File: src/rtl/mux_n_1_seq.sv
// mux_n_1_seq: loads an N-bit word and walks the select of a downstream
// N:1 bit mux from 0 to N-1, producing a serial bit stream (bit 0 first).
//
// Handshakes (both sides): a transfer happens on a rising clk edge where
// valid and ready are both high. Valid never depends on ready. in_ready
// depends combinationally on bit_ready on the final bit of a word, so a
// new word can be taken with no idle cycle between words.
module mux_n_1_seq #(
  parameter int N  = 4,
  parameter int SW = $clog2(N)
) (
  input  logic          clk,
  input  logic          rst_n,
  input  logic [N-1:0]  in_data,
  input  logic          in_valid,
  output logic          in_ready,
  output logic [N-1:0]  mux_in,
  output logic [SW-1:0] mux_sel,
  output logic          bit_valid,
  input  logic          bit_ready,
  output logic          first,
  output logic          last,
  output logic          busy
);

  typedef enum logic {
    IDLE  = 1'b0,
    SHIFT = 1'b1
  } state_t;

  // Index of the final bit; the select wraps only through this compare,
  // never by natural overflow, so codes above N-1 cannot appear.
  localparam logic [SW-1:0] SEL_LAST = SW'(N - 1);

  state_t state;
  logic   sel_is_last;
  logic   bit_acc;
  logic   in_acc;

  assign sel_is_last = (mux_sel == SEL_LAST);
  assign bit_acc     = bit_valid & bit_ready;
  assign in_acc      = in_valid & in_ready;

  // Status outputs decoded from registered state only; busy exposes the FSM.
  assign bit_valid = (state == SHIFT);
  assign busy      = (state == SHIFT);
  assign first     = bit_valid & (mux_sel == '0);
  assign last      = bit_valid & sel_is_last;

  // Ready when empty, or when the final bit leaves this cycle.
  assign in_ready  = (state == IDLE) | (bit_ready & sel_is_last);

  // Sequencer: load a word, step the select on each accepted bit, chain or idle at the end.
  always_ff @(posedge clk or negedge rst_n) begin
    if (!rst_n) begin
      state   <= IDLE;
      mux_in  <= '0;
      mux_sel <= '0;
    end else begin
      case (state)
        IDLE: begin
          if (in_acc) begin
            mux_in  <= in_data;
            mux_sel <= '0;
            state   <= SHIFT;
          end
        end
        SHIFT: begin
          if (bit_acc) begin
            if (!sel_is_last) begin
              mux_sel <= mux_sel + SW'(1);
            end else if (in_acc) begin
              mux_in  <= in_data;
              mux_sel <= '0;
            end else begin
              // Select and word are held so the mux inputs stay quiet while idle.
              state <= IDLE;
            end
          end
        end
        default: state <= IDLE;
      endcase
    end
  end

endmodule
File: config.mk
export PLATFORM = sky130hd
export DESIGN_NAME = mux_n_1_seq
export DESIGN_NICKNAME = d
export VERILOG_FILES = /design/src/rtl/mux_n_1_seq.sv
export SDC_FILE = /design/constraint.sdc
export NUM_CORES = 1
export LEC_CHECK = 0
export ABC_AREA = 1
export CAP_MARGIN = 10
export CORE_AREA = 2 2 39 41
export CTS_CLUSTER_DIAMETER = 40
export DETAILED_ROUTE_END_ITERATION = 7
export DIE_AREA = 0 0 41 43
export PLACE_DENSITY_LB_ADDON = 0.2
export SKIP_CTS_REPAIR_TIMING = 1
export SLEW_MARGIN = 20
export SYNTH_ARGS = -nofsm -noshare
export SYNTH_HDL_FRONTEND = slang
export SYNTH_SLANG_ARGS = --single-unit
File: constraint.sdc
create_clock -name clk -period 1.34 [get_ports clk]
set_input_delay 0.268 -clock clk [delete_from_list [all_inputs] [get_ports clk]]
set_output_delay 0.268 -clock clk [all_outputs]
set_load 0.005 [all_outputs]
After elaboration in Yosys (flattened, before gate mapping)
Index checks and enable logic that the tools add are counted.
{ "word_totals": {"reg_bits": 7, "input_bits": 8, "output_inout_bits": 11} }
{ "op_classes": {"addsub": 1, "eq_ne": 3, "muxes": 12, "bitwise": 7, "reduce_logical": 2} }
{ "ops": {"columns": ["cell", "count"], "rows": [
  ["two-way mux 4 bit", 3],
  ["case mux 4 bit (2 select lines)", 1],
  ["two-way mux 2 bit", 3],
  ["AND 1 bit", 5],
  ["!= test 2 x 1 -> 1 bit (second input constant)", 2],
  ["case mux 2 bit (2 select lines)", 1],
  ["two-way mux 1 bit", 3],
  ["adder 2 x 1 -> 2 bit (second input constant)", 1],
  ["== test 2 bit (second input constant)", 1],
  ["zero test 2 bit", 1],
  ["case mux 1 bit (2 select lines)", 1],
  ["AND reduction 2 bit", 1],
  ["inverter 1 bit", 1],
  ["bitwise OR 1 bit", 1]
]} }

Depth between registers and ports, before layout
Gate-level depths: netlist of run 1.
{ "logic_depth": {"word_depth": 8, "mapped_depth": 6} }

Worst setup path after synthesis of run 1
Ideal clock, no wire load.
{ "synth_path": {"kind": "register to register", "startpoint": "register mux_sel[0]", "endpoint": "register mux_sel[0]", "setup_ns": 0.069, "arrival_time_ns": 1.003, "required_ns": 1.271, "slack_ns": 0.268, "stages_incl_launch_ff": 7, "n_path_buf": 0, "period_less_slack_ns": 1.072, "cell_sequence": "dfrtp_1 -> ha_1 -> nand2_1 -> nand2_4 -> nand2_4 -> nand2_1 -> nor2_2"} }
{ "synth_between": {"elab_chain_len": 8} }
{ "synth_lines": {"columns": ["item", "line_no", "source"], "rows": [
  ["start, declared", "18", "output logic [SW-1:0] mux_sel,"],
  ["start signal, assigned", "71", "mux_sel <= mux_sel + SW'(1);"],
  ["== test 2 bit *", "40", "assign sel_is_last = (mux_sel == SEL_LAST);"],
  ["AND 1 bit *", "51", "assign in_ready = (state == IDLE) | (bit_ready & sel_is_last);"],
  ["bitwise OR 1 bit *", "51", null],
  ["via in_ready", "16", "output logic in_ready,"],
  ["AND 1 bit *", "42", "assign in_acc = in_valid & in_ready;"],
  ["two-way mux 2 bit *", null, null],
  ["two-way mux 2 bit", "70", "if (!sel_is_last) begin"],
  ["two-way mux 2 bit", "69", "if (bit_acc) begin"],
  ["case mux 2 bit (2 select lines) *", "60", "case (state)"]
]} }
Mark *: on every way through the listed nets, which the timed path passes. The rest lies on a longest branch. The select of a mux whose other input is x is not followed.
A chain may end at the register's enable or synchronous reset.

Final worst setup path of run 1
{ "layout_path": {"startpoint": "register mux_sel[0]", "endpoint": "output port first"} }
{ "layout_between": {"elab_chain_len": 2} }
{ "layout_lines": {"columns": ["item", "line_no", "source"], "rows": [
  ["zero test 2 bit", "47", "assign first = bit_valid & (mux_sel == '0);"],
  ["AND 1 bit", "47", null],
  ["end, declared", "21", "output logic first,"]
]} }
No other way between the ends.

==> impl_metrics.ini, run 1 <==
[outcome]
outcome = complete, but fails checks
violations = setup timing

[global_routing]
grtUsageMet1 = 0.119
grt_remaining_overflow = 0
grt_util_all_layers = 0.101
grt_util_met2 = 0.144
grt_max_degree = 8
grt_pass1_vias = 297
antenna_found_initial = 0
use_met3 = 0.0314
busiest_layer = met2
grt_pass1_wl_um = 1170

[pwr]
power_frac_clock = 0.141
p_comb_frac = 0.583
power_mw = 1.34
p_leak_nw = 0.411
ir_drop_mv = 0.771
intPower_mw = 0.861
swShare = 0.356
p_per_area_nw_per_um2 = 2000
power_frac_seq = 0.276
switching_power_mw = 0.476

[floorplan]
ios = 19
rows = 14
dieWidth_um = 41
die_y_um = 43
core-area_sq_um = 1380
die-area_sq_um = 1760
initial_core_util = 0.263

[drt]
vias_per_cell = 4.07
post_drt_wl_per_cell_um = 9.40
finalWirelength_um = 827
drt-pass1-iter-count = 2
via_count = 358
drt-initial-drc-count = 2
antenna_left = 0
drc = 0

[yosys]
syn_avg_cell_area_sq_um = 8.27
ys_seq_elements = 7
ys_warn_count = 0
yosysUniqueCellTypes = 10
synthTopCellsByArea = dfrtp_1, nand2_1, inv_1
yosysTopAreaCellShare = 0.481
synthCells = 44
synth_area_leader_cell = dfrtp_1
synth_area_sq_um = 364
syn-num-nets = 54
synth_seq_area_share = 0.481

[cts]
clock_latency_ns = 0.25
cts_tree = done
clock_path_buffers = 2
numCtsBuffers = 3
numClockSinks = 7
cts_root_buf = clkbuf_4
path_clk_slew_ns = 0.05
cts_max_level = 1

[setup_path]
cp_max_fo = 3
startpoint_type = flop
cpPeakStageDelay_ns = 0.40
criticalPathCategory = flop to output port
crit_path_end_kind = output port
crit_chain = buf_6 > inv_4 > ha_4 > nand2_2 > inv_2 > clkbuf_2
cp.required_ns = 1.07
critical-path-slowest-cell = dfrtp_1
crit_arrival_ns = 1.10

[timing]
fin_ws_ns = -0.0295
tns_ns = -0.0525
max_freq_mhz = 730
slew_headroom = 0.786
whs_ns = 0.281
min_period_over_period = 1.02
hold_viol_final = 0
fin_worst_skew_ns = 0.00205
slew_violations = 0
final-setup-viol-count = 2
worst_slew_pin_slew_ns = 0.320
rsz0062_at_grt = true
min_period_ns = 1.37

[final_layout]
num_antenna_cells = 0
final_nets = 83
drive_gt1_frac = 0.333
fillers = 151
regArea_sq_um = 176
multi_input_area_sq_um = 175
area_growth_pct = 83.5

[run]
cap_violations = 0

[placed_design]
dp_hpwl_um = 587
portBuffers = 18
gp_congestion = 0.653

[worst_hold_path]
hp-class = input port to async pin
-- per-stage QoR --
step           utilization  std cells  worst slack (ns)  instance area [sq um]
2_1_floorplan            -         44             0.268                    364
3_3_place_gp         0.429         82            -0.331                    594
3_5_place_dp         0.429         82            -0.316                    594
4_1_cts              0.448         86            -0.409                    621
5_1_grt              0.483         88           -0.0917                    668
6_report             0.483         88           -0.0295                    668
-- cells in the mapped netlist --
library cell	number
nand3_1	5
nand4_1	1
inv_1	7
ha_1	2
nand2_4	2
buf_4	1
dfrtp_1	7
nor2_1	1
nor2_2	2
nand2_1	16
-- cell families (layout without fill, tap and decap cells) --
logic type,after synthesis,count (layout),share of synthesized area
fa+ha+maj,2,2,0.0687
buf+inv,8,36,0.0928
flops,7,7,0.481
simple gates,27,27,0.357
-- cell usage in the layout (no fill, tap or decap), types with 3 or more instances in the layout --
cell type,netlist,final
nand2_1,16,14
clkdlybuf4s50_1,0,7
dfrtp_1,7,6
inv_1,7,5
buf_4,1,6
dlymetal6s2s_1,0,8
nand3_1,5,5
clkbuf_4,0,3
clkbuf_2,0,3
-- metal layers --
metal / vias to the layer above / routed length [um]
met1: 153 / 343
li1: 188 / -
met5: - / 0
met2: 17 / 403
met3: 0 / 80
met4: 0 / 0
-- final timing paths --
| path | end | slack (ns) | from | cells after the start |
|---|---|---|---|---|
| max in group asynchronous | bit_valid | 0.80 | rst_n | 1 |
| hold / removal | mux_sel[1] | 0.28 | rst_n | 1 |
| min in group clk | mux_in[3] | 0.46 | mux_in[3] | 2 |
| setup reg to reg | mux_sel[0] | 0.15 | mux_sel[1] | 7 |
| hold reg to reg | mux_in[3] | 0.46 | mux_in[3] | 2 |
| setup / recovery | first | -0.03 | mux_sel[0] | 6 |
-- final cells by class --
type	instances	share of cell area
Timing Repair Buffer	25	0.361
Inverter	7	0.0431
Tap cell	16	0.0300
Clock buffer	4	0.0393
Sequential cell	7	0.264
Multi-Input combinational cell	29	0.262
-- power groups by stage --
stage | registers, mW | logic, mW | clock network [mW]
finish | 0.369 | 0.780 | 0.188
global route | 0.384 | 0.876 | 0.209
CTS | 0.379 | 0.737 | 0.197
detailed placement | 0.381 | 0.733 | 0
global placement | 0.379 | 0.728 | 0
floorplan | 0.386 | 0.292 | 0
-- critical path: cells and delay by family, from the launching register on --
kind,cells,cell delay [ns]
adders and majority gates,1,0.11
DFF,1,0.40
buffers and inverters,4,0.30
and+or+nand+nor,1,0.04
-- flip-flops by register name, summed over array words and instances (netlist names) --
| name | count |
|---|---|
| bit_valid | 1 |
| mux_in | 4 |
| mux_sel | 2 |
(Power assumes the default switching activity.)
==> inputs of run 2 (changes only) <==
==> constraint.sdc (replaced) <==
create_clock -name clk -period 1.34 [get_ports clk]
set_input_delay 0.134 -clock clk [delete_from_list [all_inputs] [get_ports clk]]
set_output_delay 0.134 -clock clk [all_outputs]
set_load 0.005 [all_outputs]
==> run 2 against run 1 <==
  * The run now ends clean
  * Hold slack got worse by 0.13 ns
  * Cell area down 3.2%
  * Register-to-register slack barely moved
  * Via count down 2.5%
  * Worst setup slack better by 0.098 ns
  * Utilization fell by 1.5 points
  * Clock power barely moved
  * Combinational power shrank 5.8%
  * First-iteration DRC count grew to 2.5 times the previous value
  * Die area did not move
  * Sequential power increased by 2%
  * Critical path depth stayed put
  * Critical path type unchanged
  * Largest cell class unchanged
  * Highest routed layer unchanged
==> impl_metrics.ini, run 2 (synthesis results as in run 1) <==
[cts]
cts_tree = done
numClockSinks = 7
clock_latency_ns = 0.24
cts_max_level = 1
path_clk_slew_ns = 0.05
cts_root_buf = clkbuf_4
numCtsBuffers = 3
clock_path_buffers = 2

[pwr]
p_leak_nw = 0.384
power_frac_seq = 0.289
ir_drop_mv = 0.785
swShare = 0.340
switching_power_mw = 0.439
p_per_area_nw_per_um2 = 2000
intPower_mw = 0.855
p_comb_frac = 0.568
power_frac_clock = 0.143

[setup_path]
crit_arrival_ns = 1.14
crit_chain = buf_4 > inv_2 > ha_1 > nand2_1 > inv_1 > clkbuf_2
cpPeakStageDelay_ns = 0.39
crit_path_end_kind = output port
reg2reg_to = mux_sel[0]
criticalPathCategory = flop to output port
cp_max_fo = 3
timing.rr.start = mux_sel[1]
startpoint_type = flop
setup.worst_path.start = mux_sel[0]
critical-path-slowest-cell = dfrtp_1
cp.required_ns = 1.21
crit_path_end = first
reg2reg_slack_ns = 0.16
reg2reg_depth = 7

[drt]
drt-pass1-iter-count = 3
antenna_left = 0
vias_per_cell = 3.97
drc = 0
finalWirelength_um = 796
post_drt_wl_per_cell_um = 9.05
via_count = 349
drt-initial-drc-count = 5

[global_routing]
grt_remaining_overflow = 0
grt_util_all_layers = 0.108
antenna_found_initial = 0
grt_pass1_wl_um = 1240
grt_max_degree = 8
grt_pass1_vias = 290

[timing]
worst_slew_pin_slew_ns = 0.324
min_period_over_period = 0.949
slew_violations = 0
max_freq_mhz = 787
slew_headroom = 0.783
fin_ws_ns = 0.0687
hold_viol_final = 0
rsz0062_at_grt = true
min_period_ns = 1.27
fin_worst_skew_ns = 0.00273
final-setup-viol-count = 0
whs_ns = 0.151

[floorplan]
initial_core_util = 0.263
core-area_sq_um = 1380
dieWidth_um = 41
die_y_um = 43
ios = 19
rows = 14
die-area_sq_um = 1760

[final_layout]
top_register = mux_in
layout_common_cells = nand2_1, clkdlybuf4s50_1, buf_4
num_antenna_cells = 0
final_nets = 83
final_cells = 88
final_common_cell = nand2_1
largest_reg_flops = 4
postLayoutCoreUtil = 0.467
area_growth_pct = 77.7
drive_gt1_frac = 0.278

[placed_design]
portBuffers = 18
post-place-cells = 80
gp_congestion = 0.637
dp_slack_ns = -0.0533
dp_hpwl_um = 570

[worst_hold_path]
hp-class = input port to async pin

[run]
cap_violations = 0

[outcome]
outcome = finished, final reports clean
-- run 2: cell types whose count changed in the layout (fill, tap and decap cells not counted), sizes merged --
cell and change:
clkbuf -2, clkdlybuf4s50 +6, dlymetal6s2s -4
-- run 2: per-layer routing --
metal	up-vias	share of wire	wire length (um)	global-route usage
met3	0	0.094	75	0.0314
met4	0	0	0	0.0800
met1	143	0.43	339	0.146
met2	17	0.48	381	0.138
li1	189	-	-	-
met5	-	0	0	0
-- run 2: power groups by stage --
| stage | Sequential, mW | Clock (mW) | Combinational (mW) |
|---|---|---|---|
| 6_report | 0.375 | 0.185 | 0.735 |
| 5_1_grt | 0.390 | 0.215 | 0.833 |
| 4_1_cts | 0.378 | 0.194 | 0.695 |
| 3_5_place_dp | 0.379 | 0 | 0.689 |
| 3_3_place_gp | 0.379 | 0 | 0.686 |
| 2_1_floorplan | 0.386 | 0 | 0.292 |
-- run 2: stage by stage --
stage / instance area (sq um) / TNS [ns] / total power, mW
finish: 647 / 0 / 1.29
global route: 647 / -0.0268 / 1.44
CTS: 606 / -0.925 / 1.27
detailed placement: 579 / -0.0533 / 1.07
global placement: 579 / -0.0656 / 1.06
floorplan: 364 / 0 / 0.678
-- run 2: final cells by class --
class | count | area, sq um
clock buffers | 4 | 26.3
flip-flops and latches | 7 | 176
well taps | 16 | 20.0
fillers | 147 | 737
inverters | 7 | 26.3
multi-input cells | 29 | 160
repair buffers | 25 | 238
-- run 2: worst min path at each step --
stage | start | to
finish | rst_n | mux_in[3]
CTS | rst_n | mux_in[3]
global route | rst_n | mux_in[0]
floorplan | rst_n | bit_valid
detailed placement | rst_n | mux_in[3]
global placement | rst_n | mux_in[3]
-- run 2: critical path: cells and delay by family (launching register included) --
family / cells / cell delay, ns
DFF: 1 / 0.39
adders and majority gates: 1 / 0.13
and+or+nand+nor: 1 / 0.05
buffers and inverters: 4 / 0.33
==> inputs of run 3 (changes only) <==
--- a/config.mk
+++ b/config.mk
@@ -11,7 +11,7 @@
 export CTS_CLUSTER_DIAMETER = 40
 export DETAILED_ROUTE_END_ITERATION = 7
 export DIE_AREA = 0 0 41 43
-export PLACE_DENSITY_LB_ADDON = 0.2
+export PLACE_DENSITY = 0.59
 export SKIP_CTS_REPAIR_TIMING = 1
 export SLEW_MARGIN = 20
 export SYNTH_ARGS = -nofsm -noshare
==> run 3 against run 2 <==
  * Sequential cell count stayed put
  * Critical path type unchanged
  * Worst setup slack lost 0.054 ns
  * Cell area decreased by 0.39%
  * Hold slack got worse by 0.0077 ns
  * Sequential share of layout area is 0.11 points higher
  * Total power fell by 0.43%
==> impl_metrics.ini, run 3 (synthesis results as in run 1) <==
[global_routing]
grt_util_all_layers = 0.107
grt_util_met2 = 0.153
antenna_found_initial = 0
grt_pass1_wl_um = 1220
use_met3 = 0.0366
grtUsageMet1 = 0.116
grt_pass1_vias = 311
busiest_layer = met2
grt_remaining_overflow = 0
grt_max_degree = 8

[placed_design]
portBuffers = 18
gp_congestion = 0.623
dp_slack_ns = -0.0543
dp_hpwl_um = 589

[cts]
path_clk_slew_ns = 0.05
numClockSinks = 7
cts_root_buf = clkbuf_4
clock_path_buffers = 2
numCtsBuffers = 3
cts_max_level = 1
cts_tree = done
clock_latency_ns = 0.25

[run]
cap_violations = 0

[setup_path]
cp_max_fo = 3
crit_path_end_kind = output port
crit_chain = buf_4 > inv_2 > ha_1 > nand2_1 > inv_1 > dlymetal6s2s_1
startpoint_type = flop
crit_buf_inv = 4
cp_top_family = flip-flops
critical-path-slowest-cell = dfrtp_1
cpPeakStageDelay_ns = 0.38
criticalPathCategory = flop to output port
crit_arrival_ns = 1.19
cp.required_ns = 1.21

[timing]
final-setup-viol-count = 0
fin_worst_skew_ns = 0.000426
min_period_ns = 1.33
slew_headroom = 0.787
whs_ns = 0.143
worst_slew_pin_slew_ns = 0.319
max_freq_mhz = 755
rsz0062_at_grt = true
min_period_over_period = 0.989
slew_violations = 0
hold_viol_final = 0
fin_ws_ns = 0.0148

[final_layout]
layout_common_cells = nand2_1, clkdlybuf4s50_1, buf_4
final_common_cell = nand2_1
top_register = mux_in
final_nets = 82
num_antenna_cells = 0
drive_gt1_frac = 0.239
postLayoutCoreUtil = 0.466
largest_reg_flops = 4
area_growth_pct = 77.0

[floorplan]
ios = 19
dieWidth_um = 41
die_y_um = 43
core-area_sq_um = 1380
initial_core_util = 0.263
rows = 14
die-area_sq_um = 1760

[drt]
via_count = 364
drt-initial-drc-count = 0
finalWirelength_um = 819
vias_per_cell = 4.18
antenna_left = 0
drt-pass1-iter-count = 1
post_drt_wl_per_cell_um = 9.41
drc = 0

[pwr]
p_per_area_nw_per_um2 = 2000
p_leak_nw = 0.389
ir_drop_mv = 0.595

[worst_hold_path]
hp-class = input port to async pin

[outcome]
outcome = finished, final reports clean
[run 3: where the power goes]
part | switching [mW] | internal (mW)
sequential | 0.0690 | 0.309
combinational | 0.291 | 0.427
clock | 0.0788 | 0.114
[run 3: final timing paths]
path,from,to,slack [ns],cells past startpoint
max in group asynchronous,rst_n,bit_valid,0.94,1
min reg2reg,mux_in[3],mux_in[3],0.47,2
max,mux_sel[0],first,0.01,6
min,rst_n,mux_in[3],0.14,1
max reg2reg,mux_sel[1],mux_sel[0],0.15,7
min in group clk,in_data[2],mux_in[2],0.44,3
[run 3: metrics by stage]
step,area (sq um),cells,TNS [ns],power (mW)
2_1_floorplan,364,44,0,0.678
3_3_place_gp,579,80,-0.0362,1.06
3_5_place_dp,579,80,-0.0558,1.07
4_1_cts,606,84,-0.981,1.27
5_1_grt,644,87,-0.0434,1.41
6_report,644,87,0,1.29
[run 3: final cells by class]
| type | count | area [sq um] |
|---|---|---|
| Multi-Input combinational cell | 29 | 158 |
| Tap cell | 16 | 20.0 |
| Clock buffer | 4 | 26.3 |
| Fill cell | 140 | 739 |
| Inverter | 7 | 26.3 |
| Sequential cell | 7 | 176 |
| Timing Repair Buffer | 24 | 238 |
[run 3: metal layers]
| metal | part of all wire | wire, um |
|---|---|---|
| met4 | 0 | 0 |
| met1 | 0.41 | 332 |
| met5 | 0 | 0 |
| met2 | 0.49 | 400 |
| met3 | 0.11 | 86 |
